File: config.mk
export PLATFORM = sky130hd
export DESIGN_NAME = data_mem_access_unit
export DESIGN_NICKNAME = d
export VERILOG_FILES = /design/src/rtl/data_mem_access_unit.sv
export SDC_FILE = /design/constraint.sdc
export NUM_CORES = 1
export LEC_CHECK = 0
export CAP_MARGIN = 10
export CORE_MARGIN = 2
export CORE_UTILIZATION = 40
export DETAILED_ROUTE_END_ITERATION = 12
export PLACE_DENSITY = 0.89
export SYNTH_ARGS = -nofsm -noshare
export SYNTH_HDL_FRONTEND = slang
export SYNTH_SLANG_ARGS = --single-unit
File: constraint.sdc
create_clock -name CLK -period 3.5 [get_ports CLK]
set_clock_uncertainty 0.15 [all_clocks]
set_input_delay 0.35 -clock CLK [delete_from_list [all_inputs] [get_ports CLK]]
set_output_delay 0.35 -clock CLK [all_outputs]
set_load 0.02 [all_outputs]
File: src/rtl/data_mem_access_unit.sv
// Data-memory access unit for the MEM stage: decodes loads/stores, drives a req/ack memory port, extends load data.
// Latency: 3 cycles minimum (IDLE decode, ACCESS until MEM_ACK, DONE); each extra ACCESS cycle adds one.
// Backpressure: BUSYWAIT stalls the pipeline from op decode until MEM_ACK; memory backpressures by delaying MEM_ACK.
// Ports: CLK/RESET (sync, active-high); READ_WRITE/ADDRESS/DATA2 from EX/MEM; BUSYWAIT/LOAD_DATA/MISALIGNED to
//        pipeline; MEM_REQ/MEM_WE/MEM_ADDRESS/MEM_WRITEDATA/MEM_BYTE_EN out to memory, MEM_READDATA/MEM_ACK back.
module data_mem_access_unit (
    input  logic        CLK,
    input  logic        RESET,
    input  logic [3:0]  READ_WRITE,
    input  logic [31:0] ADDRESS,
    input  logic [31:0] DATA2,
    output logic        BUSYWAIT,
    output logic [31:0] LOAD_DATA,
    output logic        MISALIGNED,
    output logic        MEM_REQ,
    output logic        MEM_WE,
    output logic [31:0] MEM_ADDRESS,
    output logic [31:0] MEM_WRITEDATA,
    output logic [3:0]  MEM_BYTE_EN,
    input  logic [31:0] MEM_READDATA,
    input  logic        MEM_ACK
);

    typedef enum logic [1:0] {IDLE = 2'd0, ACCESS = 2'd1, DONE = 2'd2} state_t;

    localparam logic [1:0] SZ_BYTE = 2'd0;
    localparam logic [1:0] SZ_HALF = 2'd1;
    localparam logic [1:0] SZ_WORD = 2'd2;

    state_t      state_q, state_d;
    logic        mem_req_q, mem_req_d;
    logic        mem_we_q, mem_we_d;
    logic [31:0] mem_address_q, mem_address_d;
    logic [31:0] mem_writedata_q, mem_writedata_d;
    logic [3:0]  mem_byte_en_q, mem_byte_en_d;
    logic [31:0] load_data_q, load_data_d;
    logic        misaligned_q, misaligned_d;
    // Access shape captured at IDLE exit so load extension does not depend on the (stalled) op inputs.
    logic [1:0]  size_q, size_d;
    logic        unsigned_q, unsigned_d;
    logic [1:0]  addr_lo_q, addr_lo_d;

    logic        is_load, is_store, is_unsigned, aligned, start;
    logic [1:0]  size;
    logic [7:0]  rd_byte;
    logic [15:0] rd_half;

    always_comb begin
        is_load     = 1'b0;
        is_store    = 1'b0;
        is_unsigned = 1'b0;
        size        = SZ_BYTE;
        case (READ_WRITE)
            4'b0110: begin is_store = 1'b1; size = SZ_WORD; end
            4'b0101: begin is_store = 1'b1; size = SZ_HALF; end
            4'b0100: begin is_store = 1'b1; size = SZ_BYTE; end
            4'b1010: begin is_load  = 1'b1; size = SZ_WORD; end
            4'b1001: begin is_load  = 1'b1; size = SZ_HALF; end
            4'b1000: begin is_load  = 1'b1; size = SZ_BYTE; end
            4'b1101: begin is_load  = 1'b1; size = SZ_HALF; is_unsigned = 1'b1; end
            4'b1100: begin is_load  = 1'b1; size = SZ_BYTE; is_unsigned = 1'b1; end
            default: ;
        endcase

        case (size)
            SZ_WORD: aligned = (ADDRESS[1:0] == 2'b00);
            SZ_HALF: aligned = ~ADDRESS[0];
            default: aligned = 1'b1;
        endcase

        // Only IDLE may launch an access: in DONE the stalled op is still presented and must not re-issue.
        start = (state_q == IDLE) && (is_load || is_store) && aligned;

        case (addr_lo_q)
            2'd0:    rd_byte = MEM_READDATA[7:0];
            2'd1:    rd_byte = MEM_READDATA[15:8];
            2'd2:    rd_byte = MEM_READDATA[23:16];
            default: rd_byte = MEM_READDATA[31:24];
        endcase
        rd_half = addr_lo_q[1] ? MEM_READDATA[31:16] : MEM_READDATA[15:0];

        state_d         = state_q;
        mem_we_d        = mem_we_q;
        mem_address_d   = mem_address_q;
        mem_writedata_d = mem_writedata_q;
        mem_byte_en_d   = mem_byte_en_q;
        load_data_d     = load_data_q;
        size_d          = size_q;
        unsigned_d      = unsigned_q;
        addr_lo_d       = addr_lo_q;
        misaligned_d    = (state_q == IDLE) && (is_load || is_store) && !aligned;

        case (state_q)
            IDLE: begin
                if (start) begin
                    state_d       = ACCESS;
                    mem_we_d      = is_store;
                    mem_address_d = {ADDRESS[31:2], 2'b00};
                    size_d        = size;
                    unsigned_d    = is_unsigned;
                    addr_lo_d     = ADDRESS[1:0];
                    if (is_store) begin
                        case (size)
                            SZ_WORD: begin
                                mem_writedata_d = DATA2;
                                mem_byte_en_d   = 4'b1111;
                            end
                            SZ_HALF: begin
                                mem_writedata_d = {2{DATA2[15:0]}};
                                mem_byte_en_d   = ADDRESS[1] ? 4'b1100 : 4'b0011;
                            end
                            default: begin
                                mem_writedata_d = {4{DATA2[7:0]}};
                                mem_byte_en_d   = 4'b0001 << ADDRESS[1:0];
                            end
                        endcase
                    end else begin
                        mem_writedata_d = 32'h0;
                        mem_byte_en_d   = 4'b0000;
                    end
                end
            end
            ACCESS: begin
                if (MEM_ACK) begin
                    state_d = DONE;
                    if (!mem_we_q) begin
                        case (size_q)
                            SZ_WORD: load_data_d = MEM_READDATA;
                            SZ_HALF: load_data_d = unsigned_q ? {16'h0, rd_half}
                                                              : {{16{rd_half[15]}}, rd_half};
                            default: load_data_d = unsigned_q ? {24'h0, rd_byte}
                                                              : {{24{rd_byte[7]}}, rd_byte};
                        endcase
                    end
                end
            end
            default: state_d = IDLE;
        endcase

        mem_req_d = (state_d == ACCESS);
    end

    always_ff @(posedge CLK) begin
        if (RESET) begin
            state_q         <= IDLE;
            mem_req_q       <= 1'b0;
            mem_we_q        <= 1'b0;
            mem_address_q   <= 32'h0;
            mem_writedata_q <= 32'h0;
            mem_byte_en_q   <= 4'b0000;
            load_data_q     <= 32'h0;
            misaligned_q    <= 1'b0;
            size_q          <= SZ_BYTE;
            unsigned_q      <= 1'b0;
            addr_lo_q       <= 2'b00;
        end else begin
            state_q         <= state_d;
            mem_req_q       <= mem_req_d;
            mem_we_q        <= mem_we_d;
            mem_address_q   <= mem_address_d;
            mem_writedata_q <= mem_writedata_d;
            mem_byte_en_q   <= mem_byte_en_d;
            load_data_q     <= load_data_d;
            misaligned_q    <= misaligned_d;
            size_q          <= size_d;
            unsigned_q      <= unsigned_d;
            addr_lo_q       <= addr_lo_d;
        end
    end

    assign BUSYWAIT      = !RESET && (start || (state_q == ACCESS));
    assign MEM_REQ       = mem_req_q;
    assign MEM_WE        = mem_we_q;
    assign MEM_ADDRESS   = mem_address_q;
    assign MEM_WRITEDATA = mem_writedata_q;
    assign MEM_BYTE_EN   = mem_byte_en_q;
    assign LOAD_DATA     = load_data_q;
    assign MISALIGNED    = misaligned_q;

endmodule

==> impl_metrics.ini, run 1 <==
[clocking]
clk_pin_slew_ns = 0.07
tritoncts = done
clkLatencyLatePin_ns = 0.33
cts_root_buf = clkbuf_16
cts_made_buffers = 9
cts_setup_buffers = 0
clock_sinks = 108
htreeDepth = 3
clockBufferDepth = 2

[sta]
fmax_mhz = 299
period_minus_slack_ns = 3.34
finalWorstSetupSlack_ns = 0.158
setup_viol = 0
max-slew-margin-rel_pct = 40.3
hold_violations = 0
period_share_pct = 95.5
setup_tns_ns = 0
drv_slew = 0
hold_ws_ns = 0.317
tightest_slew_ns = 0.894
grt_setup_unrepaired = false

[synth]
synth_top_area_cell = dfxtp_1
synthArstFlopShare_pct = 0
synthTopCellsByArea = dfxtp_1 47%, o21ai_0 5.5%, a211oi_1 5.5%
yosysSeqAreaShare_pct = 46.8
synth_cell_types = 40
synth-main-ff-cell = dfxtp_1
synth_edf_count = 0
yosysWarnings = 0
synth_most_common_cell = dfxtp_1
ys_ff_latch = 108
avgSynthCellArea_sq_um = 9.03
synth_common_cells = 108 x dfxtp_1, 51 x o21ai_0, 42 x nor2_1
netlist_instances = 511
synth_area_sq_mm = 0.00462
yosysTopAreaCellShare_pct = 46.8

[power_and_ir_drop]
peakVddDrop_mv = 0.238
powerDensity_mw_per_mm2 = 440
p_leak_nw = 2.40

[finish]
layout.cells.non_filler = 840
multi_input_area_sq_mm = 0.00222
fillCellCount = 962
fin_util_pct = 62.1
antenna_cells = 0
nets = 800
regArea_sq_mm = 0.00216
syn_to_final_growth_pct = 52.4
drive_gt1_share_pct = 7.03

[floorplanning]
row_count = 39
start_util_pct = 40.8
io_pins = 207
die_area_sq_mm = 0.0124
die_x_um = 111
core-area_sq_mm = 0.0113
die_y_um = 111

[worst_setup_path]
cp.arrival_ns = 2.84
crit_fanout = 6
crit_path_end_kind = output port
crit_type = primary input to output port
worstPathRequired_ns = 3.00
startpoint_type = primary input

[drt]
avgRoutedWirePerCell_um = 18.1
drt_iter0_markers = 410
drtPass1Iterations = 6
vias = 4886
route.detailed.drc = 0
drt-vias-per-instance = 5.82
antenna_left = 0
wl_mm = 15.2

[global_route]
antenna_found_initial = 0
gr-usage-all-layers_pct = 23.4
grt.overflow.total = 0
grt_pass1_wl_mm = 24.1
grt_pass1_vias = 4765
grt_max_degree = 43

[status]
status = complete, no violations

[placement]
dp.cells = 824
place_hpwl_mm = 11.1
pre_cts_ws_ns = 0.0512
gp_congestion = 0.887
portBuffers = 204

[run]
max_cap_violations = 0

[hold_path]
min_path_type = flip-flop to flip-flop
## routing by layer
metal | global-route usage [%] | wire, um | vias to the layer above
met2 | 41.6 | 7600 | 269
li1 | - | - | 2275
met5 | 0 | 0 | -
met1 | 27.4 | 5950 | 2304
met3 | 5.77 | 1300 | 38
met4 | 8.56 | 388 | 0
## power breakdown
| part | internal, mW | switching (mW) |
|---|---|---|
| combinational | 0.351 | 0.395 |
| sequential | 1.31 | 0.0520 |
| clock | 0.518 | 0.472 |
| total | 2.18 | 0.919 |
## cell type report
class | count | area share [%]
multi-input cells | 345 | 31.5
flip-flops and latches | 108 | 30.7
repair buffers | 218 | 30.5
clock buffers | 10 | 3.40
well taps | 143 | 2.54
clock inverters | 6 | 0.783
inverters | 10 | 0.534
## cell usage in the layout (no fill, tap or decap), types with 3 or more instances in the layout
cell	Yosys	final
clkbuf_16	0	9
nand3_1	32	32
nand2_1	18	18
o21ai_0	51	51
inv_1	10	10
mux2_2	8	8
inv_6	0	3
o2bb2ai_1	28	28
nand4_1	3	3
a221o_1	10	10
clkdlybuf4s50_1	0	203
a22oi_1	24	24
nand2b_1	5	5
nor2b_1	4	4
a22o_1	9	9
nor2_1	42	41
buf_4	3	14
dfxtp_1	108	108
ha_1	5	5
a221oi_1	7	7
a21oi_1	41	41
a31oi_1	3	3
a211oi_1	34	34
## per-stage QoR
step	cell area, sq um	power (mW)
CTS	7030	3.11
global route	7030	3.23
floorplan	4620	1.76
detailed placement	6730	2.13
finish	7030	3.10
global placement	6730	2.10
## path summary, 6_finish.rpt
check	slack (ns)	start	end	cells after the start
max reg2reg	1.16	size_q[0]$_SDFFE_PP0P_	LOAD_DATA[16]$_SDFFE_PP0P_	6
max	0.16	READ_WRITE[2]	BUSYWAIT	11
min reg2reg	0.32	LOAD_DATA[7]$_SDFFE_PP0P_	LOAD_DATA[7]$_SDFFE_PP0P_	2
min	0.32	LOAD_DATA[7]$_SDFFE_PP0P_	LOAD_DATA[7]$_SDFFE_PP0P_	2
## flip-flops by register name, summed over array words and instances (netlist names)
signal and count:
MEM_WRITEDATA 32, MEM_REQ 1, unsigned_q 1, MEM_ADDRESS 30
MEM_BYTE_EN 4, MEM_WE 1, state_q 2, MISALIGNED 1
size_q 2, LOAD_DATA 32, addr_lo_q 2
## logic make-up after synthesis
kind of cell	after synthesis	share of synthesized area [%]
compound gates	216	32.5
xor+xnor	1	0.190
mux	9	2.44
other cells	1	0.0812
simple gates	112	11.1
buf+inv	59	5.48
flops	108	46.8
fa+ha+maj	5	1.36
## repair_timing
item                                    CTS  global route
endpoints found under the setup margin    0             1
resized for setup                         0             1
hold buffers                              0             0
## worst max-delay path, stage by stage
cell,delay [ns]
clkdlybuf4s50_1,0.51
buf_4,0.16
nor2_1,0.04
nor2_1,0.19
and2_1,0.20
inv_1,0.07
ha_1,0.30
a221o_1,0.28
nand2_1,0.11
a21oi_1,0.07
clkdlybuf4s50_1,0.57
No activity file was read; power rests on OpenSTA's default activity.
==> run 2, diff against run 1 <==
Settings changed: HOLD_SLACK_MARGIN from default to 0.05.
==> results of run 2 <==
The final DEF is identical to that of run 1; final timing and power are the same.
